[src/rtl/vram_rect_fill.sv]
// Rectangle-fill engine feeding the video-memory write port: clips a command
// to the frame and emits one byte write per unstalled cycle in row-major order.
module vram_rect_fill #(
  parameter int ROW_BYTES = 320,
  parameter int ROWS      = 480,
  parameter int AW        = 20
) (
  input  logic          clk,
  input  logic          rst,
  input  logic          cmd_valid,
  output logic          cmd_ready,
  input  logic [8:0]    cmd_x,
  input  logic [8:0]    cmd_y,
  input  logic [8:0]    cmd_w,
  input  logic [8:0]    cmd_h,
  input  logic [7:0]    cmd_color,
  input  logic          stall,
  input  logic          abort,
  output logic [AW-1:0] vmem_addr,
  output logic [7:0]    vmem_data,
  output logic          vmem_we,
  output logic          busy,
  output logic          done
);

  typedef enum logic [1:0] {
    IDLE = 2'd0,
    FILL = 2'd1,
    DONE = 2'd2
  } state_t;

  state_t state, state_next;

  logic [AW-1:0] row_base;
  logic [AW-1:0] origin;
  logic [9:0]    col_cnt, row_cnt;
  logic [9:0]    col_last, row_last;
  logic [9:0]    x_ext, y_ext, w_ext, h_ext;
  logic [9:0]    x_room, y_room;
  logic [9:0]    w_clip, h_clip;
  logic          cmd_take, cmd_empty;
  logic          col_end, row_end;

  // Command decode and clipping; room values are only meaningful when not empty.
  always_comb begin
    x_ext     = {1'b0, cmd_x};
    y_ext     = {1'b0, cmd_y};
    w_ext     = {1'b0, cmd_w};
    h_ext     = {1'b0, cmd_h};
    x_room    = 10'(ROW_BYTES) - x_ext;
    y_room    = 10'(ROWS) - y_ext;
    w_clip    = (w_ext < x_room) ? w_ext : x_room;
    h_clip    = (h_ext < y_room) ? h_ext : y_room;
    cmd_empty = (x_ext >= 10'(ROW_BYTES)) || (y_ext >= 10'(ROWS)) ||
                (cmd_w == 9'd0) || (cmd_h == 9'd0);
    cmd_take  = cmd_valid && (state == IDLE);
  end

  // Origin address y*ROW_BYTES + x; the 320-byte frame decomposes into two shifts.
  generate
    if (ROW_BYTES == 320) begin : g_origin_shift
      assign origin = AW'({cmd_y, 8'b0}) + AW'({cmd_y, 6'b0}) + AW'(cmd_x);
    end else begin : g_origin_generic
      assign origin = AW'(cmd_y) * AW'(ROW_BYTES) + AW'(cmd_x);
    end
  endgenerate

  assign col_end = (col_cnt == col_last);
  assign row_end = (row_cnt == row_last);

  always_ff @(posedge clk or negedge rst) begin
    if (!rst) begin
      state <= IDLE;
    end else begin
      state <= state_next;
    end
  end

  always_comb begin
    state_next = state;
    cmd_ready  = 1'b0;
    busy       = 1'b1;
    done       = 1'b0;
    vmem_we    = 1'b0;
    case (state)
      IDLE: begin
        cmd_ready = 1'b1;
        busy      = 1'b0;
        if (cmd_valid) begin
          state_next = cmd_empty ? DONE : FILL;
        end
      end
      FILL: begin
        vmem_we = !stall && !abort;
        if (abort) begin
          state_next = DONE;
        end else if (!stall && col_end && row_end) begin
          state_next = DONE;
        end
      end
      DONE: begin
        done       = 1'b1;
        state_next = IDLE;
      end
      default: begin
        state_next = IDLE;
      end
    endcase
  end

  always_ff @(posedge clk or negedge rst) begin
    if (!rst) begin
      vmem_addr <= '0;
      vmem_data <= '0;
      row_base  <= '0;
      col_cnt   <= '0;
      row_cnt   <= '0;
      col_last  <= '0;
      row_last  <= '0;
    end else if (cmd_take && !cmd_empty) begin
      vmem_addr <= origin;
      row_base  <= origin;
      vmem_data <= cmd_color;
      col_cnt   <= '0;
      row_cnt   <= '0;
      col_last  <= w_clip - 10'd1;
      row_last  <= h_clip - 10'd1;
    end else if (vmem_we) begin
      if (!col_end) begin
        vmem_addr <= vmem_addr + AW'(1);
        col_cnt   <= col_cnt + 10'd1;
      end else if (!row_end) begin
        vmem_addr <= row_base + AW'(ROW_BYTES);
        row_base  <= row_base + AW'(ROW_BYTES);
        col_cnt   <= '0;
        row_cnt   <= row_cnt + 10'd1;
      end
    end
  end

  a_in_frame: assert property (@(posedge clk) disable iff (!rst)
    vmem_we |-> (vmem_addr < AW'(ROW_BYTES * ROWS)));

  a_done_pulse: assert property (@(posedge clk) disable iff (!rst)
    done |=> !done);

endmodule

[config.mk]
export PLATFORM = sky130hd
export DESIGN_NAME = vram_rect_fill
export DESIGN_NICKNAME = d
export VERILOG_FILES = /design/src/rtl/vram_rect_fill.sv
export SDC_FILE = /design/constraint.sdc
export NUM_CORES = 1
export LEC_CHECK = 0
export BUFFER_PORTS_ARGS = -buffer_cell sky130_fd_sc_hd__buf_2
export CAP_MARGIN = 30
export CORE_ASPECT_RATIO = 1.1
export CORE_MARGIN = 1.5
export CORE_UTILIZATION = 50
export DETAILED_ROUTE_END_ITERATION = 10
export PLACE_DENSITY = 0.76
export SETUP_SLACK_MARGIN = 0.15
export SYNTH_ARGS = -nofsm -noshare
export SYNTH_HDL_FRONTEND = slang
export SYNTH_SLANG_ARGS = --single-unit
[constraint.sdc]
create_clock -name clk -period 2.87 [get_ports clk]
set_clock_uncertainty 0.05 [all_clocks]
set_input_delay 0 -clock clk [delete_from_list [all_inputs] [get_ports clk]]
set_output_delay 0 -clock clk [all_outputs]
set_load 0.05 [all_outputs]
==> run metrics, run 1 <==
Crit Path Max Fanout=4; Port Buffers=80; CTS Buffer Depth=2; CTS tree=done; register area=0.00225 mm2; Buf/Inv on CP=4; P per Cell Area=738 mW/mm2; relative slew slack=0.334; Core ar.=approximately 0.013 mm2; Peak Freq=0.342 GHz; Routability Congestion=0.906; gr usage total=0.264; met1 Use GR=0.360; post-route ant nets=0; Worst Tran Pin Value=0.992 ns; Pwr Total=6.57 mW; commonest non-fill, non-tap cell in the layout=nand2_1; Critical Path Sink Type=register; Final Cycle Share=1.02; vias in the first global route=6319; Cell Count, Final, Fillers Out=1153; first-pass GRT wire length=30.7 mm; Vias/cell=5.88; Cell Count Post-Placement=1107; worst path arrival time=3.14 ns; cell mode on critical path=o21a_1; fillers=1077; detailed placement HPWL=13.8 mm; Die Y=125 um; Post-synth EDFFs=0; fraction of layout instances using a drive strength above 1=0.267; mapped cell area=~0.0068 mm2; Ys Warns=0; Die Wd=114 um; Clock transition at path regs=0.06 ns; iteration-0 DRC count of the detailed router=roughly 470; PnR worst setup slack=-0.0547 ns; largest net degree at the start of global routing=61; violated checks=negative setup slack; Worst VDD drop=353 uV; Layout area overhead=31.6%; Gate Count Post-Synth=813; ant diodes=0; CP max stage delay=approximately 0.30 ns; die area=around 0.014 mm2; Max Cap Viol=0; drt pass-1 iters=5; Top delay family on crit path=compound AO/OA/AOI/OAI gates; grt met3 use=0.0402; initial antenna violation count=0; routed len/inst=16.7 um; Post-route DRC=0; Netlist cell types=65; Nets=1076; Sink Count=90; post-synthesis sequential area ratio=0.333; CP required=3.09 ns; grt met2 use=0.431; clk_lat worst skew=0.34 ns; FF+latch count, synth=90; setup tns final=-0.113 ns; most frequent cells in the layout=nand2_1, buf_4, dfrtp_1, buf_2, nor2_1; H-tree level count=3; CTS Buf Count=9; Std-Cell Rows=44; area of the multi-input gates=0.00464 mm2; Vias=6779; Final Max Slew Viols=0; clock root buffer=clkbuf_16; outcome=finished, violations left; unrepaired setup endpoints after global routing=true; Final Routed Wirelength=between 15 and 20 mm; ys async rst share=1.00; syn_area_per_cell=8.32 um2; gr ovfl total=0; Worst Hold Margin=approximately 0.046 ns; Final setup viols=3; crit path time final=2.92 ns; Most Crowded Layer GR=met2; Initial Util=0.512; Net Count, Synth=902; Worst path slowest cell=ha_1; Primary FF master, synth=dfrtp_1; io pins=81; WS Path Type=input pin to register; HP Class=input pin to register; final hold vios=0; Lkg Pwr=4.11 nW; Worst Setup Start Kind=input pin; Finished Core Util=0.674; CP cell instances=buf_8, inv_4, ha_4, nor3b_4, xnor2_2, inv_1, ha_1, o21a_1, o21a_1, o221ai_4, and2_4, nor2_4, a21oi_2, ha_2, nand2b_4, buf_6, nor3_4, xor2_1, mux2i_1, o21ai_1
## area by class of cell
type | count | area share
sequential | 90 | 0.253
clock buffer | 10 | 0.0257
clock inverter | 6 | 0.0101
timing repair buffer | 198 | 0.159
inverter | 20 | 0.00871
tap | 161 | 0.0226
multi-input combinational | 668 | 0.521
## where the power goes
group	leakage, nW	internal, mW	switching, mW
Clock	0.153	0.766	0.503
Combinational	2.84	1.15	1.92
Sequential	1.12	1.74	0.495
Total	4.11	3.66	2.92
## path summary, 6_finish.rpt
path	startpoint	endpoint	slack, ns	depth (start not counted)
min in group asynchronous	rst	col_last[4]	0.24	2
max in group asynchronous	rst	vmem_data[5]	1.78	3
worst min-delay path	cmd_w[8]	col_last[8]	0.05	4
worst min register to register	vmem_data[4]	vmem_data[4]	0.42	2
worst max register to register	col_cnt[2]	row_base[16]	0.33	6
worst max-delay path	cmd_x[0]	col_last[8]	-0.05	20
## timing repair
item | CTS | global route
hold endpoints to repair | 69 | 1
resized for setup | 19 | 43
hold buffers | 13 | 1
pin swaps | 17 | 35
buffers inserted | 7 | 8
cloned | 1 | 0
setup endpoints to repair | 11 | 16
## routing by layer
layer,wire [um],share of wire
met5,0,0
met4,444,0.023
met3,1190,0.062
met2,9260,0.48
met1,8310,0.43
## cells in the mapped netlist, types with 4 or more instances
library cell  count  area (um2)
nand2_1         142         533
dfrtp_1          90        2250
o21ai_0          59         295
nor2_1           57         214
xor2_1           47         412
a21oi_1          43         215
xnor2_1          43         377
ha_1             38         475
nand3_1          31         155
inv_1            20        75.1
and3_1           18         113
clkbuf_1         18        67.6
a31oi_1          16         100
nor3_1           14        70.1
mux2i_1          13         130
nand4_1          13        81.3
o211ai_1         13        97.6
buf_2            11        55.1
nor4_1           10        62.6
o21a_1            9        67.6
nand2b_1          7        43.8
and2_1            6        37.5
buf_4             5        37.5
o2111ai_1         5        43.8
o31ai_1           5        37.5
or3_1             5        31.3
or4_1             5        37.5
nor2b_1           4        25.0
nor3b_1           4        30.0
o21ai_1           4        20.0
o22ai_1           4        25.0
## state kept, by name (all words and copies together) (netlist names)
signal / flops
row_last: 10
col_last: 10
vmem_addr: 20
row_cnt: 10
col_cnt: 10
state: 2
row_base: 20
vmem_data: 8
## metrics by stage
step	setup WS [ns]	instance area [um2]
6_report	-0.0547	8910
5_1_grt	-0.211	8910
4_1_cts	0.0573	8610
3_5_place_dp	-0.419	8040
3_3_place_gp	-0.296	8040
2_1_floorplan	-0.206	6900
## logic make-up (layout without fill, tap and decap cells)
family | after synthesis | count (layout) | share of synthesized area
AND/OR/NAND/NOR | 325 | 325 | 0.225
buffers and inverters | 56 | 234 | 0.0370
XOR/XNOR | 90 | 90 | 0.116
multiplexers | 16 | 16 | 0.0242
flip-flops | 90 | 90 | 0.333
adder cells (fa/ha/maj) | 41 | 41 | 0.0776
AO/OA/AOI/OAI | 195 | 196 | 0.187
## worst min-delay path, cell delays in order
cell	delay, ns
buf_2	0.12
xor2_1	0.07
mux2i_1	0.13
o21ai_1	0.08
No activity file was read; power rests on OpenSTA's default activity.
==> run 2, diff against run 1 <==
--- a/config.mk
+++ b/config.mk
@@ -11,6 +11,7 @@
 export CORE_MARGIN = 1.5
 export CORE_UTILIZATION = 50
 export DETAILED_ROUTE_END_ITERATION = 10
+export HOLD_SLACK_MARGIN = 0.08
 export PLACE_DENSITY = 0.76
 export SETUP_SLACK_MARGIN = 0.15
 export SYNTH_ARGS = -nofsm -noshare
==> constraint.sdc (replaced) <==
create_clock -name clk -period 3.1 [get_ports clk]
set_clock_uncertainty 0.05 [all_clocks]
set_input_delay 0 -clock clk [delete_from_list [all_inputs] [get_ports clk]]
set_output_delay 0 -clock clk [all_outputs]
set_load 0.05 [all_outputs]
==> run metrics, run 2 (synthesis gave the netlist of run 1 again) <==
fillers=1103; Lkg Pwr=3.91 nW; Vias/cell=5.81; Worst Tran Pin Value=0.955 ns; Final Max Slew Viols=0; gr usage total=0.256; CP cell instances=buf_2, buf_4, nor3_4, xor2_2, ha_1, a2111oi_0, o21ai_1, maj3_2, o31ai_4, mux2i_2, ha_2, and2_4, nand4_1, xnor2_1, mux2i_1, o21ai_1; Peak Freq=0.330 GHz; clock root buffer=clkbuf_16; worst path arrival time=3.21 ns; iteration-0 DRC count of the detailed router=424; Vias=6537; cell mode on critical path=o21ai_1; Worst Hold Margin=0.0926 ns; CTS tree=done; Cell Count Post-Placement=1080; Routability Congestion=0.887; HP Class=input pin to register; Max Cap Viol=0; die area=0.0142 mm2; post-route design area=between 0.008 and 0.009 mm2; CP required=3.28 ns; Nets=between 1000 and 1500; Critical Path Sink Type=register; commonest non-fill, non-tap cell in the layout=nand2_1; Post-route DRC=0; clk_lat worst skew=0.35 ns; Crit Reg-Reg Endpoint=row_base[19]; worst r2r src=col_cnt[1]; WP depth=16; Worst Setup Start Kind=input pin; Port Buffers=80; Final Cycle Share=0.977; H-tree level count=3; hold endpoint=row_last[6]; Std-Cell Rows=44; Core ar.=0.0132 mm2; P per Cell Area=698 mW/mm2; unrepaired setup endpoints after global routing=true; grt met2 use=0.401; r2r setup slk=0.34 ns; vias in the first global route=~6200; Worst VDD drop=427 uV; Final setup viols=0; Sink Count=90; met1 Use GR=0.355; Die Wd=roughly 110 um; initial antenna violation count=0; Crit Path Max Fanout=4; WS Path Type=input pin to register; area of the multi-input gates=0.00447 mm2; gr ovfl total=0; Layout area overhead=25.5%; Top delay family on crit path=compound AO/OA/AOI/OAI gates; ant diodes=0; Clock transition at path regs=0.07 ns; Finished Core Util=0.643; relative slew slack=0.363; Cell Count, Final, Fillers Out=between 1000 and 1500; register area=0.00225 mm2; detailed placement HPWL=13.2 mm; CTS Buffer Depth=2; largest net degree at the start of global routing=65; routed len/inst=16.1 um; Pwr Total=5.93 mW; io pins=between 80 and 90; CP max stage delay=0.43 ns; Most Crowded Layer GR=met2; hold depth=4; first-pass GRT wire length=29.7 mm; post-route ant nets=0; reg2reg path depth=7; Hold Crit Start=cmd_h[6]; crit path time final=3.03 ns; Worst path slowest cell=a2111oi_0; drt pass-1 iters=5; Final Routed Wirelength=18.2 mm; final hold vios=0; Initial Util=0.512; biggest regs=row_base: 20 flops, vmem_addr: 20 flops; Die Y=about 130 um; Post-DP Area=slightly below 0.008 mm2; fraction of layout instances using a drive strength above 1=0.218; most frequent cells in the layout=nand2_1, dfrtp_1, buf_2, buf_4, nor2_1; outcome=completed; grt met3 use=0.0397; Buf/Inv on CP=2; CTS Buf Count=9
[run 2: changes by cell type in the layout (fill, tap and decap cells not counted), moves of 3 or more]
cell,previous run,this run
dlygate4sd3_1,14,25
inv_1,15,18
buf_4,94,67
nor2_4,4,0
nor2_1,53,56
buf_2,75,79
buf_6,11,0
o21ai_0,47,50
[run 2: what timing repair did]
| item | 4_1_cts | 5_1_grt |
|---|---|---|
| buffers inserted | 0 | 5 |
| hold endpoints to repair | 76 | 0 |
| endpoints found under the setup margin | 4 | 11 |
| resized for setup | 2 | 17 |
| pin swaps | 0 | 19 |
| hold buffers | 25 | 0 |
[run 2: worst max-delay path by stage]
stage                         from           to  slack (ns)
after CTS                 cmd_x[0]  col_last[6]        0.16
after global placement    cmd_x[2]  col_last[6]       -0.19
after floorplan           cmd_x[2]  col_last[6]        0.02
after global routing      cmd_y[0]  row_last[8]       -0.22
final                     cmd_y[0]  row_last[8]        0.07
after detailed placement  cmd_x[2]  col_last[6]       -0.33
[run 2: metal layers]
layer / up-vias / wire length (um)
met2: 227 / 8400
met1: 3063 / 8240
li1: 3208 / -
met3: 39 / 1050
met4: 0 / 470
met5: - / 0
[run 2: metrics by stage]
stage | TNS [ns] | worst slack [ns]
after detailed placement | -1.61 | -0.328
after global placement | -0.617 | -0.192
after global routing | -0.607 | -0.224
final | 0 | 0.0725
after CTS | 0 | 0.157
after floorplan | 0 | 0.0237
[run 2: where the power goes]
| part | switching [mW] | internal, mW | total [mW] |
|---|---|---|---|
| Combinational | 1.69 | 0.956 | 2.65 |
| Sequential | 0.468 | 1.61 | 2.08 |
| Clock | 0.487 | 0.715 | 1.20 |
| Total | 2.65 | 3.28 | 5.93 |
[run 2: cell type report]
type                       count  share of cell area
tap                          161              0.0237
multi-input combinational    667               0.527
sequential                    90               0.265
inverter                      20             0.00884
clock inverter                 7              0.0118
timing repair buffer         172               0.138
clock buffer                   9              0.0265
[run 2: tightest hold or removal path: cells and delay by family]
family | cells | cell delay, ns
muxes | 1 | 0.13
AOI/OAI and AO/OA | 1 | 0.08
buffers and inverters | 1 | 0.16
xor gates and xnor gates | 1 | 0.08
